`src/rtl/feeder_pkg.sv`:
```
// ============================================================================
// Module  : feeder_pkg
// Brief   : Shared state encoding and coordinate-width helpers for pixel_feeder.
// Revision: 1.0
// ============================================================================
`default_nettype none

package feeder_pkg;

    typedef enum logic [1:0] {
        ST_IDLE   = 2'd0,
        ST_STREAM = 2'd1,
        ST_DRAIN  = 2'd2,
        ST_DONE   = 2'd3
    } feeder_state_t;

    function automatic int COL_W(input int width);
        return (width > 1) ? $clog2(width) : 1;
    endfunction

    function automatic int ROW_W(input int height);
        return (height > 1) ? $clog2(height) : 1;
    endfunction

endpackage

`default_nettype wire

```
`src/rtl/raster_counter.sv`:
```
// ============================================================================
// Module  : raster_counter
// Brief   : Column/row position of the next pixel to accept, with end-of-frame
//           and interior-neighbourhood flags.
// Revision: 1.0
// ============================================================================
`default_nettype none

module raster_counter
    import feeder_pkg::*;
#(
    parameter int WIDTH  = 720,
    parameter int HEIGHT = 540
) (
    input  logic                      clock,
    input  logic                      reset,
    input  logic                      i_clear,
    input  logic                      i_inc,
    output logic [COL_W(WIDTH)-1:0]   o_col,
    output logic [ROW_W(HEIGHT)-1:0]  o_row,
    output logic                      o_last,
    output logic                      o_interior
);

    localparam int c_col_w = COL_W(WIDTH);
    localparam int c_row_w = ROW_W(HEIGHT);

    logic [c_col_w-1:0] r_col;
    logic [c_row_w-1:0] r_row;
    logic               w_col_end;
    logic               w_row_end;

    assign w_col_end = (r_col == c_col_w'(WIDTH - 1));
    assign w_row_end = (r_row == c_row_w'(HEIGHT - 1));

    always_ff @(posedge clock or posedge reset) begin
        if (reset) begin
            r_col <= '0;
            r_row <= '0;
        end else if (i_clear) begin
            r_col <= '0;
            r_row <= '0;
        end else if (i_inc) begin
            if (w_col_end) begin
                r_col <= '0;
                r_row <= w_row_end ? '0 : r_row + 1'b1;
            end else begin
                r_col <= r_col + 1'b1;
            end
        end
    end

    assign o_col      = r_col;
    assign o_row      = r_row;
    assign o_last     = w_col_end & w_row_end;
    // A full 3x3 neighbourhood needs two earlier rows and two earlier columns.
    assign o_interior = (r_row >= c_row_w'(2)) & (r_col >= c_col_w'(2));

endmodule

`default_nettype wire

```
`src/rtl/pixel_feeder.sv`:
```
// ============================================================================
// Module  : pixel_feeder
// Brief   : Raster pixel source for the 3x3 line buffer; flags interior windows
//           and stalls while a window is unconsumed. FEEDER_COORD_EN adds
//           win_row/win_col window-centre outputs.
// Revision: 1.0
// ============================================================================
`default_nettype none

module pixel_feeder
    import feeder_pkg::*;
#(
    parameter int IMG_WIDTH  = 720,
    parameter int IMG_HEIGHT = 540
) (
    input  logic                          clock,
    input  logic                          reset,
    input  logic                          start,
    input  logic                          in_valid,
    input  logic [7:0]                    in_data,
    output logic                          in_ready,
    output logic                          shift_en,
    output logic [7:0]                    pixel_out,
    output logic                          win_valid,
    input  logic                          win_ready,
    output logic                          frame_done,
    output logic                          busy
`ifdef FEEDER_COORD_EN
    ,
    output logic [ROW_W(IMG_HEIGHT)-1:0]  win_row,
    output logic [COL_W(IMG_WIDTH)-1:0]   win_col
`endif
);

    localparam int c_col_w = COL_W(IMG_WIDTH);
    localparam int c_row_w = ROW_W(IMG_HEIGHT);

    feeder_state_t      r_state;
    feeder_state_t      w_state_nxt;
    logic               r_win_valid;
    logic               w_accept;
    logic               w_clear;
    logic               w_last;
    logic               w_interior;
    logic [c_col_w-1:0] w_col;
    logic [c_row_w-1:0] w_row;

    // A pending, unconsumed window blocks shifting so it is never overwritten.
    assign in_ready  = (r_state == ST_STREAM) & ~(r_win_valid & ~win_ready);
    assign w_accept  = in_valid & in_ready;
    assign w_clear   = (r_state == ST_IDLE) & start;
    assign shift_en  = w_accept;
    assign pixel_out = in_data;

    raster_counter #(
        .WIDTH      (IMG_WIDTH),
        .HEIGHT     (IMG_HEIGHT)
    ) u_raster_counter (
        .clock      (clock),
        .reset      (reset),
        .i_clear    (w_clear),
        .i_inc      (w_accept),
        .o_col      (w_col),
        .o_row      (w_row),
        .o_last     (w_last),
        .o_interior (w_interior)
    );

    always_ff @(posedge clock or posedge reset) begin
        if (reset) begin
            r_state <= ST_IDLE;
        end else begin
            r_state <= w_state_nxt;
        end
    end

    always_comb begin
        w_state_nxt = r_state;
        unique case (r_state)
            ST_IDLE:   if (start) w_state_nxt = ST_STREAM;
            ST_STREAM: if (w_accept && w_last) w_state_nxt = ST_DRAIN;
            ST_DRAIN:  if (!r_win_valid || win_ready) w_state_nxt = ST_DONE;
            ST_DONE:   w_state_nxt = ST_IDLE;
            default:   w_state_nxt = ST_IDLE;
        endcase
    end

    always_ff @(posedge clock or posedge reset) begin
        if (reset) begin
            r_win_valid <= 1'b0;
        end else if (w_accept) begin
            r_win_valid <= w_interior;
        end else if (win_ready) begin
            r_win_valid <= 1'b0;
        end
    end

    assign win_valid  = r_win_valid;
    assign frame_done = (r_state == ST_DONE);
    assign busy       = (r_state == ST_STREAM) | (r_state == ST_DRAIN);

`ifdef FEEDER_COORD_EN
    logic [c_row_w-1:0] r_win_row;
    logic [c_col_w-1:0] r_win_col;

    // The completing pixel is the bottom-right corner; the centre is one up-left.
    always_ff @(posedge clock or posedge reset) begin
        if (reset) begin
            r_win_row <= '0;
            r_win_col <= '0;
        end else if (w_accept && w_interior) begin
            r_win_row <= w_row - 1'b1;
            r_win_col <= w_col - 1'b1;
        end
    end

    assign win_row = r_win_row;
    assign win_col = r_win_col;
`else
    logic w_coord_unused;
    assign w_coord_unused = ^{w_row, w_col};
`endif

endmodule

`default_nettype wire

```
`config.mk`:
```
export PLATFORM = sky130hd
export DESIGN_NAME = pixel_feeder
export DESIGN_NICKNAME = d
export VERILOG_FILES = /design/src/rtl/feeder_pkg.sv /design/src/rtl/raster_counter.sv /design/src/rtl/pixel_feeder.sv
export SDC_FILE = /design/constraint.sdc
export NUM_CORES = 1
export LEC_CHECK = 0
export ABC_AREA = 1
export CORE_ASPECT_RATIO = 1.1
export CORE_MARGIN = 1
export CORE_UTILIZATION = 53
export DETAILED_ROUTE_END_ITERATION = 10
export GPL_ROUTABILITY_DRIVEN = 1
export HOLD_SLACK_MARGIN = 0.03
export PLACE_DENSITY = 0.9
export SLEW_MARGIN = 10
export SYNTH_ARGS = -nofsm -noshare
export SYNTH_HDL_FRONTEND = slang
export SYNTH_SLANG_ARGS = --single-unit
```
`constraint.sdc`:
```
create_clock -name clock -period 1.7 [get_ports clock]
set_input_delay 0.17 -clock clock [delete_from_list [all_inputs] [get_ports clock]]
set_output_delay 0.17 -clock clock [all_outputs]
set_load 0.01 [all_outputs]
```
; ---- Word-level counts from Yosys, hierarchy flattened
; Index checks and enable logic that the tools add are counted.
[totals]
in_bits = 13
output_inout_bits = 13
ff_bits = 23
word_cells = 47
[op_classes]
n_addsub = 2
magnitude_cmp = 2
eq_ne = 8
reduce_logical = 9
n_mux = 13
bitwise = 9
[op_table]
columns = operator, n
row1 = 2-to-1 mux 10 bit, 7
row2 = adder 10 x 1 -> 10 bit (second input constant), 2
row3 = equality test 10 bit (second input constant), 2
row4 = >= comparator 10 x 2 -> 1 bit (second input constant), 2
row5 = one-hot mux 2 bit (4 select lines), 1
row6 = AND 1 bit, 6
row7 = 2-to-1 mux 2 bit, 3
row8 = nonzero test 2 bit, 3
row9 = equality test 2 bit (second input constant), 2
row10 = != test 2 bit (second input constant), 2
row11 = AND reduction 3 bit, 1
row12 = equality test 2 x 1 -> 1 bit (second input constant), 1
row13 = logical NOT 2 bit, 1
row14 = 2-to-1 mux 1 bit, 2
row15 = != test 2 x 1 -> 1 bit (second input constant), 1
row16 = inverter 1 bit, 2
row17 = AND reduction 2 bit, 1
row18 = logical AND 1 bit, 1
row19 = logical NOT 1 bit, 1
row20 = logical OR 1 bit, 1
row21 = OR 1 bit, 1

; ---- Depth between registers and ports, before layout
[logic_depth]
word_depth = 8
ltp_mapped = 10
depth_no_buf = 10

; ---- By module
; Synthesis repeated with hierarchy kept, for this count alone.
[hier_totals]
hier_cells = 224
area_unflattened_um2 = 1651.6
[by_module_without_submodules]
columns = mod, area_each_um2, cells_each, seq_area_each_um2, n_inst
row1 = raster_counter, 1337.5, 182, 500.5, 1
row2 = pixel_feeder, 314.1, 42, 75.1, 1

; ---- Worst setup path after synthesis
; Ideal clock, no wire load.
[synth_timing]
kind = register to register
from = register r_state[1]
to = register u_raster_counter.r_col[3] (netlist: u_raster_counter.o_col[3])
path_stages_with_launch = 9
arrival_ns = 1.272
synth_period_minus_slack_ns = 1.391
setup_ns = 0.118
t_required_ns = 1.582
slack_ns = 0.309
n_path_buf = 0
path_cell_list = dfrtp_1 > inv_1 > ha_1 > nand3_2 > nand2_4 > inv_2 > nor2_2 > xor2_1 > nor2_1
[synth_between]
elab_chain_len = 4
word_cells_on_any_way = 7
cone_classes = 1 x eq/ne / 1 x mux / 3 x bitwise / 2 x reduce/logical
[synth_rtl]
columns = element, line_no
row1 = "start, declared", pixel_feeder.sv:38  ; feeder_state_t r_state;
row2 = "start signal, assigned", pixel_feeder.sv:73  ; r_state <= w_state_nxt;
row3 = equality test 2 x 1 -> 1 bit, pixel_feeder.sv:49  ; assign in_ready = (r_state == ST_STREAM) & ~(r_win_valid & ~win_ready);
row4 = AND 1 bit, pixel_feeder.sv:49
row5 = AND 1 bit, pixel_feeder.sv:50  ; assign w_accept = in_valid & in_ready;
row6 = nonzero test 2 bit (no line), --
row7 = "end signal, assigned", raster_counter.sv:48  ; r_col <= r_col + 1'b1;
row8 = "end, declared", raster_counter.sv:28  ; logic [c_col_w-1:0] r_col;
; Several ways; a longest one is shown, not always the timed one.
; A chain may end at the register's enable or synchronous reset.

; ---- Worst setup path in the final report
[layout_timing]
from = register r_state[1]
to = output shift_en
[layout_between]
elab_chain_len = 3
[layout_rtl]
columns = element, line_no
row1 = equality test 2 x 1 -> 1 bit, pixel_feeder.sv:49
row2 = AND 1 bit, pixel_feeder.sv:49
row3 = AND 1 bit, pixel_feeder.sv:50
row4 = "end, declared", pixel_feeder.sv:22  ; output logic shift_en,
; No other way between the ends.

==> summary.md <==
| Metric | Value |
|---|---|
| Detailed Route WL | `3340 um` |
| Post-route minimum period | `1.62 ns` |
| Total negative slack | `0 ns` |
| CTS root buf | `clkbuf_4` |
| ANT nets after route | `0` |
| Mapped Nets | `246` |
| CP required | `1.53 ns` |
| Post-synthesis sequential area ratio | `35.1%` |
| Setup WS pre-CTS | `0.0465 ns` |
| Post-DR vias/cell | `5.29` |
| Fmax | `0.616 GHz` |
| Multi-input gate area | `865 um2` |
| Row count | `20` |
| RePlAce Congestion | `0.930` |
| Core area | `2850 um2` |
| Clock Path Buffers | `2` |
| Largest net degree at the start of global routing | `24` |
| Register area | `577 um2` |
| Hold Fails Final Rpt | `0` |
| Worst Setup End Kind | `output pin` |
| RSZ-0062 raised after global routing | `no` |
| Final setup vio count | `0` |
| Max-Cap Viols | `0` |
| GR Overflow Total | `0` |
| Worst-path fanout max | `3` |
| Synth-to-Final Area Change | `9.01%` |
| Fraction of layout cells with a size suffix above 1 | `13.6%` |
| Syn Std Cell Area | `1640 um2` |
| Vias in the first global route | `1,349` |
| Final WS setup | `0.0770 ns` |
| Peak VDD IR | `1.06 mV` |
| Warnings, synthesis | `0` |
| Worst EP arrival | `1.45 ns` |
| Clock Sink Count | `23` |
| Clk_skew | `0.00246 ns` |
| HPWL Detailed | `2500 um` |
| Die H | `60.3 um` |
| Post-synthesis register bit count | `23` |
| Initial DRC count | `51` |
| FF-to-FF path depth | `9` |
| Worst hold slack | `0.191 ns` |
| Ant. Diodes | `0` |
| Crit path from | `r_state[1]` |
| Total Power | `2.41 mW` |
| Clk Latency, worst-skew pair | `0.31 ns` |
| R2R Path End | `u_raster_counter.o_col[8]` |
| Initial DRT Pass Iterations | `4` |
| Crit path launch type | `flop` |
| Cts hold-fix bufs | `0` |
| Die Wd | `55 um` |
| Starting density of the core | `57.4%` |
| Via count | `1,418` |
| Yosys cell types | `29` |
| R2r startpoint | `r_state[1]` |
| Power Dens Cells | `1350 nW/um2` |
| FF-to-FF setup slack | `0.13 ns` |
| Clock-pin slew on the worst setup and hold paths | `0.12 ns` |
| DR DRC count | `0` |
| Ports | `26` |
| Initial antenna violation count | `0` |
| Final core utilization | `62.6%` |
| Hold Path Class | `in -> async` |
| CTS tree | `done` |
| Max Slew Vio Count | `0` |
| Num CTS Buffers | `3` |
| Fin crit share | `95.5%` |
| Max_slew headroom | `79.3%` |
| DR WL/cell | `12.5 um` |
| Die area | `3320 um2` |
| Synth Instances | `224` |
| # nets final | `258` |
| H-tree Lvls | `1` |
| Commonest non-fill, non-tap cell in the layout | `nand2_1` |
| Most frequent cells in the layout | `54 x nand2_1, 28 x inv_1, 24 x nand3_1, 23 x nor2_1, 22 x dfrtp_1` |
| Status | `completed` |
| Slew @ Worst Pin | `0.310 ns` |
| First-pass GRT wire length | `5560 um` |
| All-layer global routing usage | `23.3%` |
| Syn avg cell area | `7.31 um2` |
| Fillers | `251` |
| Setup Crit Path Kind | `reg -> out` |
| Port bufs | `9` |
| Leakage | `0.923 nW` |
## flip-flops by register name, indices dropped and copies added, names as in the netlist
register	count
u_raster_counter.o_col	10
u_raster_counter.o_row	10
win_valid	1
r_state	2
## cell usage after synthesis
cell      number  area (um2)
or2_2          1        6.26
and2_1         1        6.26
nor3_2         1        10.0
nor2_1        23        86.3
nand2_1       54         203
nand3_2        1        10.0
o21ai_2        1        8.76
nand2_2        2        12.5
nor3_1         5        25.0
a21oi_1        4        20.0
o21ai_0        2        10.0
buf_6          2        22.5
xor2_1         5        43.8
dfrtp_1       23         576
nor4_1         4        25.0
o21bai_1       2        15.0
nand2_4        3        33.8
inv_2          4        15.0
o21ai_1        7        35.0
nor2_4         1        11.3
o31ai_1        1        7.51
buf_4          9        67.6
nor2_2         3        18.8
a31oi_1        1        6.26
nand4_1        2        12.5
nand4_2        1        12.5
inv_1         28         105
nand3_1       24         120
ha_1           9         113
## worst max-delay path, stage by stage (launching register included)
cell	delay (ns)
dfrtp_1	0.41
inv_1	0.13
ha_4	0.16
nand3_2	0.08
inv_1	0.09
dlygate4sd2_1	0.27
## final cells by class
cell class	count	share of cell area, %
tap	33	2.31
clock buffer	4	1.47
timing repair buffer	18	8.76
inverter	32	6.73
multi-input combinational	158	48.4
sequential	23	32.3
## worst max-delay path by stage
stage,slack [ns],cells past startpoint,end
6_report,0.08,5,shift_en
3_5_place_dp,0.05,10,u_raster_counter.o_col[3]
3_3_place_gp,0.05,6,shift_en
4_1_cts,0.02,3,frame_done
5_1_grt,0.004,10,r_state[1]
2_1_floorplan,0.31,8,u_raster_counter.o_col[3]
## power by group
part	total, mW	internal [mW]	switching (mW)
combinational	1.28	0.534	0.746
sequential	0.875	0.712	0.163
clock	0.253	0.0917	0.162
## repair_timing
| item | 4_1_cts | 5_1_grt |
|---|---|---|
| setup endpoints to repair | 3 | 5 |
| hold endpoints to repair | 0 | 0 |
| setup buffers | 2 | 0 |
| resized for setup | 4 | 3 |
## cell families after synthesis
kind of cell               share of synthesized area, %
DFF                                                35.1
xor gates and xnor gates                           2.67
and+or+nand+nor                                    36.2
AOI/OAI and AO/OA                                  6.26
buffers and inverters                              12.8
adders and majority gates                          6.88
## through the flow
stage	instances	cell area, um2
4_1_cts	268	1770
3_3_place_gp	262	1730
5_1_grt	268	1790
6_report	268	1790
2_1_floorplan	224	1640
3_5_place_dp	262	1730
## per-layer routing
metal / vias up / global-route usage [%] / wire length (um)
met4: 0 / 9.64 / 49
met2: 32 / 39.2 / 1690
met5: - / 0 / 0
met1: 651 / 29.0 / 1460
li1: 729 / - / -
met3: 6 / 4.07 / 142
(Power assumes the default switching activity.)
